<file path="src/rtl/scp_pkg.sv">
// Shared types and constants for the breach escalator: FSM state encodings,
// decoded alert-level codes and the access-grant vector for each state.
package scp_pkg;

    typedef enum logic [2:0] {
        S_IDLE     = 3'd0,
        S_SECURITY = 3'd1,
        S_DATABASE = 3'd2,
        S_CONTROL  = 3'd3,
        S_COOLDOWN = 3'd4
    } state_e;

    typedef enum logic [1:0] {
        LVL_GREEN   = 2'd0,
        LVL_YELLOW  = 2'd1,
        LVL_RED     = 2'd2,
        LVL_INVALID = 2'd3
    } level_e;

    // Grant vectors are ordered {control_sys, database, security}.
    localparam logic [2:0] GRANT_IDLE     = 3'b000;
    localparam logic [2:0] GRANT_SECURITY = 3'b001;
    localparam logic [2:0] GRANT_DATABASE = 3'b011;
    localparam logic [2:0] GRANT_CONTROL  = 3'b111;

    // COOLDOWN keeps presenting the grants of the level it left.
    function automatic logic [2:0] grants_of(input state_e s, input state_e ret);
        state_e eff;
        logic [2:0] g;
        eff = (s == S_COOLDOWN) ? ret : s;
        case (eff)
            S_SECURITY: g = GRANT_SECURITY;
            S_DATABASE: g = GRANT_DATABASE;
            S_CONTROL:  g = GRANT_CONTROL;
            default:    g = GRANT_IDLE;
        endcase
        return g;
    endfunction

endpackage

</file>
<file path="src/rtl/scp_level_decode.sv">
// Converts the one-hot {green,yellow,red} alert lines into a level code and a
// valid flag; anything other than exactly one bit set is invalid.
module scp_level_decode
    import scp_pkg::*;
(
    input  logic   green,
    input  logic   yellow,
    input  logic   red,
    output level_e level,
    output logic   valid
);

    // One-hot decode of the alert lines.
    always_comb begin
        level = LVL_INVALID;
        valid = 1'b0;
        case ({green, yellow, red})
            3'b100: begin level = LVL_GREEN;  valid = 1'b1; end
            3'b010: begin level = LVL_YELLOW; valid = 1'b1; end
            3'b001: begin level = LVL_RED;    valid = 1'b1; end
            default: begin level = LVL_INVALID; valid = 1'b0; end
        endcase
    end

endmodule

</file>
<file path="src/rtl/scp_breach_escalator.sv">
// Breach escalator: escalates access grants security -> database -> control
// on dwell thresholds, de-escalates through a green cooldown.
// Optional build macro SCP_CHEAT_EN enables the red-green-red cheat detector
// that forces the FSM back to IDLE; without it cheat_out is tied low.
//
// state      | meaning
// -----------+--------------------------------------------------------
// IDLE       | no grants; yellow dwell counts toward security
// SECURITY   | security granted; yellow/red dwell counts toward database
// DATABASE   | security+database; dwell counts toward control
// CONTROL    | all grants; timer keeps a saturating dwell count
// COOLDOWN   | grants of ret_state; green run returns to IDLE
module scp_breach_escalator
    import scp_pkg::*;
#(
    parameter int TIMER_W = 8,
    parameter int T_SEC   = 5,
    parameter int T_DB    = 10,
    parameter int T_CTRL  = 20,
    parameter int T_COOL  = 3
) (
    input  logic               clock,
    input  logic               reset_n,
    input  logic               green,
    input  logic               yellow,
    input  logic               red,
    output logic               a_security,
    output logic               a_database,
    output logic               a_control_sys,
    output logic               cheat_out,
    output logic               fault,
    output logic [2:0]         state,
    output logic [TIMER_W-1:0] timer
);

    localparam logic [TIMER_W-1:0] TIMER_MAX = {TIMER_W{1'b1}};
    localparam logic [TIMER_W-1:0] TH_SEC    = TIMER_W'(T_SEC);
    localparam logic [TIMER_W-1:0] TH_DB     = TIMER_W'(T_DB);
    localparam logic [TIMER_W-1:0] TH_CTRL   = TIMER_W'(T_CTRL);
    localparam logic [TIMER_W-1:0] TH_COOL   = TIMER_W'(T_COOL);
    localparam logic [TIMER_W:0]   INC_ONE   = (TIMER_W+1)'(1);
    localparam logic [TIMER_W:0]   INC_RED   = (TIMER_W+1)'(2);

    level_e             level;
    logic               valid;
    state_e             state_q, nxt_state;
    state_e             ret_q, nxt_ret;
    logic [TIMER_W-1:0] timer_q, nxt_timer;
    logic [TIMER_W-1:0] dwell_sat, cool_sat;
    logic [TIMER_W:0]   dwell_sum, cool_sum, inc;
    logic [2:0]         grants_q;
    logic               fault_q;
    logic               cheat_hit;

    scp_level_decode u_decode (
        .green  (green),
        .yellow (yellow),
        .red    (red),
        .level  (level),
        .valid  (valid)
    );

`ifdef SCP_CHEAT_EN
    level_e [1:0] hist_lvl_q;
    logic   [1:0] hist_v_q;
    logic         cheat_q;

    assign cheat_hit = valid && (level == LVL_RED)
                     && hist_v_q[0] && (hist_lvl_q[0] == LVL_GREEN)
                     && hist_v_q[1] && (hist_lvl_q[1] == LVL_RED);

    // History of the last two valid levels; an invalid cycle breaks the run.
    always_ff @(posedge clock) begin
        if (!reset_n) begin
            hist_v_q   <= 2'b00;
            hist_lvl_q <= {LVL_GREEN, LVL_GREEN};
            cheat_q    <= 1'b0;
        end else begin
            cheat_q <= cheat_hit;
            if (valid) begin
                hist_v_q   <= {hist_v_q[0], 1'b1};
                hist_lvl_q <= {hist_lvl_q[0], level};
            end else begin
                hist_v_q <= 2'b00;
            end
        end
    end

    assign cheat_out = cheat_q;
`else
    assign cheat_hit = 1'b0;
    assign cheat_out = 1'b0;
`endif

    // Next-state, dwell timer and return-level selection.
    always_comb begin
        nxt_state = state_q;
        nxt_ret   = ret_q;
        nxt_timer = timer_q;
        inc       = (level == LVL_RED) ? INC_RED : INC_ONE;
        dwell_sum = {1'b0, timer_q} + inc;
        dwell_sat = dwell_sum[TIMER_W] ? TIMER_MAX : dwell_sum[TIMER_W-1:0];
        cool_sum  = {1'b0, timer_q} + INC_ONE;
        cool_sat  = cool_sum[TIMER_W] ? TIMER_MAX : cool_sum[TIMER_W-1:0];

        if (state_q > S_COOLDOWN) begin
            nxt_state = S_IDLE;
            nxt_ret   = S_IDLE;
            nxt_timer = '0;
        end else if (valid) begin
            case (state_q)
                S_IDLE: begin
                    if (level == LVL_GREEN) begin
                        nxt_timer = '0;
                    end else if (level == LVL_RED) begin
                        nxt_state = S_SECURITY;
                        nxt_timer = '0;
                    end else if (dwell_sat >= TH_SEC) begin
                        nxt_state = S_SECURITY;
                        nxt_timer = '0;
                    end else begin
                        nxt_timer = dwell_sat;
                    end
                end
                S_SECURITY, S_DATABASE: begin
                    if (level == LVL_GREEN) begin
                        nxt_state = S_COOLDOWN;
                        nxt_ret   = state_q;
                        nxt_timer = '0;
                    end else if (dwell_sat >= ((state_q == S_SECURITY) ? TH_DB : TH_CTRL)) begin
                        nxt_state = (state_q == S_SECURITY) ? S_DATABASE : S_CONTROL;
                        nxt_timer = '0;
                    end else begin
                        nxt_timer = dwell_sat;
                    end
                end
                S_CONTROL: begin
                    if (level == LVL_GREEN) begin
                        nxt_state = S_COOLDOWN;
                        nxt_ret   = S_CONTROL;
                        nxt_timer = '0;
                    end else begin
                        nxt_timer = dwell_sat;
                    end
                end
                S_COOLDOWN: begin
                    if (level == LVL_GREEN) begin
                        if (cool_sat >= TH_COOL) begin
                            nxt_state = S_IDLE;
                            nxt_ret   = S_IDLE;
                            nxt_timer = '0;
                        end else begin
                            nxt_timer = cool_sat;
                        end
                    end else begin
                        nxt_state = ret_q;
                        nxt_timer = '0;
                    end
                end
                default: begin
                    nxt_state = S_IDLE;
                    nxt_ret   = S_IDLE;
                    nxt_timer = '0;
                end
            endcase
        end

        if (cheat_hit) begin
            nxt_state = S_IDLE;
            nxt_ret   = S_IDLE;
            nxt_timer = '0;
        end
    end

    // State, timer and registered outputs; grants follow the next state so
    // they change on the same edge as the transition.
    always_ff @(posedge clock) begin
        if (!reset_n) begin
            state_q  <= S_IDLE;
            ret_q    <= S_IDLE;
            timer_q  <= '0;
            grants_q <= GRANT_IDLE;
            fault_q  <= 1'b0;
        end else begin
            state_q  <= nxt_state;
            ret_q    <= nxt_ret;
            timer_q  <= nxt_timer;
            grants_q <= grants_of(nxt_state, nxt_ret);
            fault_q  <= ~valid;
        end
    end

    assign a_security    = grants_q[0];
    assign a_database    = grants_q[1];
    assign a_control_sys = grants_q[2];
    assign fault         = fault_q;
    assign state         = state_q;
    assign timer         = timer_q;

endmodule
</file>
<file path="config.mk">
export PLATFORM = sky130hd
export DESIGN_NAME = scp_breach_escalator
export DESIGN_NICKNAME = d
export VERILOG_FILES = /design/src/rtl/scp_pkg.sv /design/src/rtl/scp_level_decode.sv /design/src/rtl/scp_breach_escalator.sv
export SDC_FILE = /design/constraint.sdc
export NUM_CORES = 1
export LEC_CHECK = 0
export CAP_MARGIN = 10
export CELL_PAD_IN_SITES_DETAIL_PLACEMENT = 0
export CELL_PAD_IN_SITES_GLOBAL_PLACEMENT = 1
export CORE_MARGIN = 3
export CORE_UTILIZATION = 42
export DETAILED_ROUTE_END_ITERATION = 10
export DONT_BUFFER_PORTS = 1
export PLACE_DENSITY = 0.76
export SLEW_MARGIN = 20
export SYNTH_ARGS = -nofsm -noshare
export SYNTH_HDL_FRONTEND = slang
export SYNTH_HIERARCHICAL = 1
export SYNTH_SLANG_ARGS = --single-unit
</file>
<file path="constraint.sdc">
create_clock -name clock -period 3.4 [get_ports clock]
set_input_delay 0.51 -clock clock [delete_from_list [all_inputs] [get_ports clock]]
set_output_delay 0.51 -clock clock [all_outputs]
set_load 0.01 [all_outputs]
</file>
### After elaboration in Yosys (flattened, before gate mapping)

Index checks and enable logic that the tools add are counted.

* output and inout port bits: 16
* bits in registers: 18
* logic and storage cells: 66

* multiplexer cells: 36
* $add $sub $neg: 2
* equality and inequality tests: 12
* bitwise logic cells: 2
* reduce and logical (&&, ||, !) cells: 5
* order comparisons: 4

Operator list (number)
* 8-bit 2-to-1 mux: 10
* 3-bit 2-to-1 mux: 17
* 8-bit case mux with 4 select lines: 1
* 3-bit case mux with 4 select lines: 2
* 3-bit by 2-bit equality test with 1-bit output, second input constant: 5
* 8-bit by 1-bit adder with 9-bit output, second input constant: 1
* 8-bit by 2-bit adder with 9-bit output: 1
* 3-bit by 1-bit equality test with 1-bit output, second input constant: 3
* 3-bit equality test, second input constant: 3
* 3-bit case mux with 3 select lines: 1
* 8-bit by 2-bit greater-or-equal comparator with 1-bit output, second input constant: 1
* 8-bit by 3-bit greater-or-equal comparator with 1-bit output, second input constant: 1
* 8-bit by 5-bit greater-or-equal comparator with 1-bit output: 1
* 2-bit case mux with 3 select lines: 1
* 5-bit 2-to-1 mux: 1
* 2-bit OR reduction: 2
* 3-bit > comparator, second input constant: 1
* 3-bit zero test: 1
* 3-bit OR reduction: 1
* 2-bit equality test, second input constant: 1
* 2-bit zero test: 1
* 1-bit 2-to-1 mux: 2
* 2-bit 2-to-1 mux: 1
* 1-bit NOT: 2

### Depth between registers and ports, before layout

* word-level depth: 17
* mapped depth: 16
* depth with buffers taken out: 15

### Modules after synthesis

Netlist, hierarchy kept.

Modules (own cells, without submodules)
* scp_breach_escalator: instances 1, area an instance 1550.2 um2, cells each 208
* scp_level_decode: instances 1, area an instance 51.3 um2, cells each 7

### Worst setup path before layout

Ideal clock, no wire load.

* path type: in2reg
* start point: input port yellow
* end point: register grants_q[2]
* data required time: 3314 ps
* setup slack: -139 ps
* data arrival time: 3453 ps
* buffers on the path: 1
* stages: 15
* cells stage by stage: xor2_1 > nand2b_1 > nor2b_1 > buf_2 > xor2_1 > ha_1 > o211ai_2 > mux2i_1 > ha_1 > a2111oi_0 > o21a_1 > o221a_2 > mux2i_1 > a211o_1 > a221oi_2

* longest elaborated chain between the ends: 17
* elaborated cells between the ends (all ways): 35
* those cells by class: add/sub: 1; order compare: 2; eq/ne: 8; mux: 22; reduce/logical: 2

RTL lines
* start: declaration: line scp_breach_escalator.sv:25 `input logic yellow,`
* 3-bit by 1-bit equality test with 1-bit output, or another cell as far along: line scp_level_decode.sv:17 `case ({green, yellow, red})`
* 2-bit case mux with 3 select lines (*): line scp_level_decode.sv:17
* net level[1]: line scp_breach_escalator.sv:44 `level_e level;`
* 2-bit equality test: line scp_breach_escalator.sv:100, scp_breach_escalator.sv:115
* 2-bit 2-to-1 mux: line scp_breach_escalator.sv:100 `inc = (level == LVL_RED) ? INC_RED : INC_ONE;`
* 8-bit by 2-bit adder with 9-bit output: line scp_breach_escalator.sv:101 `dwell_sum = {1'b0, timer_q} + inc;`
* 8-bit 2-to-1 mux: line scp_breach_escalator.sv:102 `dwell_sat = dwell_sum[TIMER_W] ? TIMER_MAX : dwell_sum[TIMER_W-1:0];`
* 8-bit by 3-bit greater-or-equal comparator with 1-bit output: line scp_breach_escalator.sv:118 `end else if (dwell_sat >= TH_SEC) begin`
* [2 not listed]
* 3-bit 2-to-1 mux: line scp_breach_escalator.sv:113 `if (level == LVL_GREEN) begin`
* 3-bit case mux with 4 select lines: line scp_breach_escalator.sv:111 `case (state_q)`
* 3-bit 2-to-1 mux: line scp_breach_escalator.sv:110 `end else if (valid) begin`
* 3-bit 2-to-1 mux: line scp_breach_escalator.sv:106 `if (state_q > S_COOLDOWN) begin`
* 3-bit equality test: line scp_pkg.sv:30 `eff = (s == S_COOLDOWN) ? ret : s;`
* 3-bit 2-to-1 mux (*): line scp_pkg.sv:30
* 3-bit by 2-bit equality test with 1-bit output / 3-bit by 1-bit equality test with 1-bit output (equally long branches): line scp_pkg.sv:31 `case (eff)`
* 3-bit case mux with 3 select lines (*): line scp_pkg.sv:31
* end signal: assignment: line scp_breach_escalator.sv:188 `grants_q <= grants_of(nxt_state, nxt_ret);`
* end: declaration: line scp_breach_escalator.sv:51 `logic [2:0] grants_q;`

Mark *: on every way through the listed nets, which the timed path passes. The rest lies on a longest branch.
A chain may end at the register's enable or synchronous reset.

### Worst setup path in the final report

* start point: input port green
* end point: register grants_q[2]

* longest elaborated chain between the ends: 17
* elaborated cells between the ends (all ways): 35
* those cells by class: add/sub: 1; order compare: 2; eq/ne: 8; mux: 22; reduce/logical: 2

RTL lines
* start: declaration: line scp_breach_escalator.sv:24 `input logic green,`
* 3-bit by 1-bit equality test with 1-bit output, or another cell as far along: line scp_level_decode.sv:17
* 2-bit case mux with 3 select lines (*): line scp_level_decode.sv:17
* net level[1]: line scp_breach_escalator.sv:44
* 2-bit equality test: line scp_breach_escalator.sv:100, scp_breach_escalator.sv:115
* 2-bit 2-to-1 mux: line scp_breach_escalator.sv:100
* 8-bit by 2-bit adder with 9-bit output: line scp_breach_escalator.sv:101
* 8-bit 2-to-1 mux: line scp_breach_escalator.sv:102
* 8-bit by 3-bit greater-or-equal comparator with 1-bit output: line scp_breach_escalator.sv:118
* [2 not listed]
* 3-bit 2-to-1 mux: line scp_breach_escalator.sv:113
* 3-bit case mux with 4 select lines: line scp_breach_escalator.sv:111
* 3-bit 2-to-1 mux: line scp_breach_escalator.sv:110
* 3-bit 2-to-1 mux: line scp_breach_escalator.sv:106
* 3-bit equality test: line scp_pkg.sv:30
* 3-bit 2-to-1 mux (*): line scp_pkg.sv:30
* 3-bit by 2-bit equality test with 1-bit output / 3-bit by 1-bit equality test with 1-bit output (equally long branches): line scp_pkg.sv:31
* 3-bit case mux with 3 select lines (*): line scp_pkg.sv:31

Marked as above.

==> impl_summary.md <==
Drt
Dividing the detail-routed wire length by the instance count gives 18.2 microns. The first TritonRoute pass finished after 5 iterations. The post-detailed-route DRC marker count is 0. The final route contains 1665 vias. After detailed routing, the number of vias per cell comes to 6.26. The detailed router finished its first iteration with 115 violations.

The number of nets with antenna violations after routing is 0. The final layout contains routed wiring with a total length of 4.84 mm.

Logic synthesis
The cell area after synthesis is 1600 sq um. The count of yosys warnings during synthesis is 6. After synthesis, the mean cell area works out to 7.45 sq um. The number of nets in the synthesized netlist is 226. The register bit total from synthesis is 18. The fraction of synthesis flops using an asynchronous set or reset pin is 0%.

For this run, the register share of the synthesized area comes to 22.5%. The synthesized instance count is 215. The commonest register cell after synthesis is sky130_fd_sc_hd__dfxtp_1. The count of different cell masters after synthesis is 55. The synthesized design contains 0 enable-type register cells.

Clocking
The clock transition time at the flip-flop clock pins of the worst setup and hold paths is 70 ps. The number of CTS-inserted buffers is 3. The maximum buffer depth of the clock tree is 2.

The TritonCTS clock tree is yes. After clock tree synthesis, the flow added hold-fix buffers numbering 0. Counting every sink on the clock net gives 18. For the worst-skew pair, the clock arrives at the later sink with an insertion delay of 250 ps. After clock tree synthesis, the setup repair step added 0 buffers.

In this run the number of H-tree levels came out at 1. Post-CTS repair changed the size of 0 cells. The clock tree root buffer cell is sky130_fd_sc_hd__clkbuf_8.

Worst hold path
The hold path endpoint is ret_q[1]. In this run the most critical hold path is launched from reset_n. The kind of path behind the tightest hold check is input pin to flip-flop. The worst hold path depth is 1.

STA
On the final layout, the worst hold slack is 379 ps. The worst clock skew is 1.31 ps. The number of hold violations in the final report is 0. At the pin with the least slew margin, the transition time is 669 ps. The final-report max-slew violation count is 0. Setup repair after global routing left no endpoint under its margin. The clock period minus final worst setup slack is 3160 ps. The final setup slack of the worst path is 236 ps.

Setup violations remaining at the end of the flow were counted as 0. After layout, the worst path uses 93.1% of the clock period. Headroom to the max-slew limit came out at 54.3%. For this run, the top clock speed supported by timing is 316 MHz.

Floorplanning
The floorplan step defined a core boundary enclosing 3490 sq um. The standard-cell row count is 21. The die is 67.8 microns wide.

The I/O pin count is 21. The initial utilization of the core area, before any placement, comes to 45.8%. The chip height is 67.8 microns. The area of the die is 4590 sq um.

Critical path
Walking the worst path, the cells encountered are xor2_1, nand2b_1, nor2b_2, xor2_1, ha_2, o211ai_2, mux2i_2, ha_1, a2111oi_2, o21a_1, o221a_4, mux2i_1, a211o_1, a221oi_2. Along the worst path, the maximum fanout reaches 5. In this run the critical register-to-register path is launched from timer[0]. The cell repeated most along the worst path is sky130_fd_sc_hd__xor2_1. The critical path capture point type is a flip-flop.

The slack of the worst reg-to-reg path is 450 ps. Data on the critical path is required at its endpoint by 3570 ps. The delay of the slowest cell on the worst path is 330 ps.

Counting cells, the worst reg-to-reg path comes to 12. At the worst endpoint, the arrival time is 3340 ps. The start-to-end type of the worst setup path is input pin to flip-flop. The critical path's slowest cell is sky130_fd_sc_hd__a211o_1. STA classifies the critical path startpoint as an input pin. In this run the critical register-to-register path is captured at grants_q[2].

Power
For this design the ratio of total power to cell area is 318 nW/um^2. The worst-case IR drop observed on VDD is 0.171 mV. In this run the static leakage power is 0.707 nW.

Cells and area
The non-filler instance count after layout is 266. The fraction of layout cells with a size suffix above 1 is 18.6%. At the end of the flow, the number of nets in the layout was 233. The finished cells cover 1780 sq um. The antenna diode instance count is 0.

Relative to the synthesized area, the layout overhead comes to 11.4%.

Placement
The worst slack at placement is -82.5 ps. Buffers placed on the I/O ports in this run total 0. In this run, placement finished with an instance count of 263.

The instance area after placement is 1740 sq um. Summed over all nets, the half-perimeter wirelength after detailed placement is 3.71 mm. At the end of routability-driven placement, the weighted congestion stood at 0.927.

GRT
The via count of the first global-routing pass is 1581. The initial antenna violation count is 0. Global routing consumed, over all layers together, 22.5% of the routing resources. Entering global routing, the biggest net connects 17 pins. The total overflow left after global routing is 0.

The first global-routing pass estimated 7.62 mm of wire.

Flow run
The number of maximum-capacitance constraint violations is 0.

Outcome
The run finished with clean final reports.
## state kept, by name, summed over array words and instances (netlist names)
signal	count
timer	8
grants_q	3
ret_q	3
state	3
fault	1
## synth_stat cells (2+ instances only)
cell type,count,area (sq um)
sky130_fd_sc_hd__buf_4,2,15.0
sky130_fd_sc_hd__a2111oi_0,2,17.5
sky130_fd_sc_hd__and3_1,4,25.0
sky130_fd_sc_hd__mux2i_1,5,50.1
sky130_fd_sc_hd__o21a_1,3,22.5
sky130_fd_sc_hd__a31oi_1,6,37.5
sky130_fd_sc_hd__nor2_1,17,63.8
sky130_fd_sc_hd__or3b_1,2,17.5
sky130_fd_sc_hd__a22oi_1,3,22.5
sky130_fd_sc_hd__inv_1,7,26.3
sky130_fd_sc_hd__a21o_1,2,15.0
sky130_fd_sc_hd__or2_2,2,12.5
sky130_fd_sc_hd__o21ai_1,3,15.0
sky130_fd_sc_hd__nand4_1,5,31.3
sky130_fd_sc_hd__nor3_1,14,70.1
sky130_fd_sc_hd__o211ai_2,2,25.0
sky130_fd_sc_hd__o21ai_0,6,30.0
sky130_fd_sc_hd__o211ai_1,2,15.0
sky130_fd_sc_hd__nand2_1,23,86.3
sky130_fd_sc_hd__buf_2,5,25.0
sky130_fd_sc_hd__clkbuf_1,8,30.0
sky130_fd_sc_hd__nand3_1,7,35.0
sky130_fd_sc_hd__nor2b_1,3,18.8
sky130_fd_sc_hd__o22ai_1,3,18.8
sky130_fd_sc_hd__nand2b_1,8,50.1
sky130_fd_sc_hd__dfxtp_1,18,360
sky130_fd_sc_hd__a21oi_1,14,70.1
sky130_fd_sc_hd__xor2_1,6,52.6
sky130_fd_sc_hd__ha_1,6,75.1
sky130_fd_sc_hd__and2_1,2,12.5
## layer usage
| layer | GRT usage [%] | routed length (microns) |
|---|---|---|
| met1 | 27.8 | 2120 |
| met2 | 39.1 | 2390 |
| met3 | 3.49 | 248 |
| met4 | 7.59 | 77 |
| met5 | 0 | 0 |
## power breakdown
part,total (W),switching [W],internal [W]
registers,0.000231,0.00000955,0.000221
clock network,0.000153,0.0000738,0.0000788
logic,0.000185,0.000115,0.0000700
total,0.000568,0.000198,0.000370
## how the worst max path moves through the flow
stage	startpoint	endpoint	cells after the start
floorplan	yellow	grants_q[2]	15
global placement	green	timer[0]	13
detailed placement	green	grants_q[2]	14
CTS	green	grants_q[2]	14
global route	green	grants_q[2]	14
finish	green	grants_q[2]	14
## cell type report
type	count	area [sq um]
clock buffer	3	41.3
fill	349	1710
sequential	18	360
inverter	8	30.0
tap	46	57.6
timing repair buffer	18	135
multi-input combinational	173	1160
## cell families after synthesis
| logic type | share of synthesized area [%] |
|---|---|
| other | 0.234 |
| XOR/XNOR | 3.83 |
| AND/OR/NAND/NOR | 29.6 |
| multiplexers | 3.13 |
| flip-flops | 22.5 |
| buffers and inverters | 6.56 |
| adder cells (fa/ha/maj) | 5.39 |
| AO/OA/AOI/OAI | 28.7 |
## cells in the final DEF (no fill, tap or decap), types with 6 or more instances in the layout
cell / instances
sky130_fd_sc_hd__inv_1: 7
sky130_fd_sc_hd__buf_4: 18
sky130_fd_sc_hd__nand3_1: 7
sky130_fd_sc_hd__xor2_1: 6
sky130_fd_sc_hd__nand2_1: 23
sky130_fd_sc_hd__a31oi_1: 6
sky130_fd_sc_hd__a21oi_1: 14
sky130_fd_sc_hd__nand2b_1: 8
sky130_fd_sc_hd__nor2_1: 17
sky130_fd_sc_hd__dfxtp_1: 18
sky130_fd_sc_hd__o21ai_0: 6
sky130_fd_sc_hd__nor3_1: 14
## through the flow
step | util, % | TNS, ps | power (W)
2_1_floorplan | - | 0 | 0.000365
5_1_grt | 51.1 | 0 | 0.000599
4_1_cts | 50.9 | 0 | 0.000566
6_report | 51.1 | 0 | 0.000568
3_5_place_dp | 49.7 | -348 | 0.000415
3_3_place_gp | 49.7 | -1.47 | 0.000411
## critical path, delay by kind of cell
family                   cells  cell delay, ps
adder cells (fa/ha/maj)      2             550
AND/OR/NAND/NOR              2             310
XOR/XNOR                     2             330
multiplexers                 2             310
AO/OA/AOI/OAI                6            1320
Note: power is estimated with default switching activity, not from simulation.
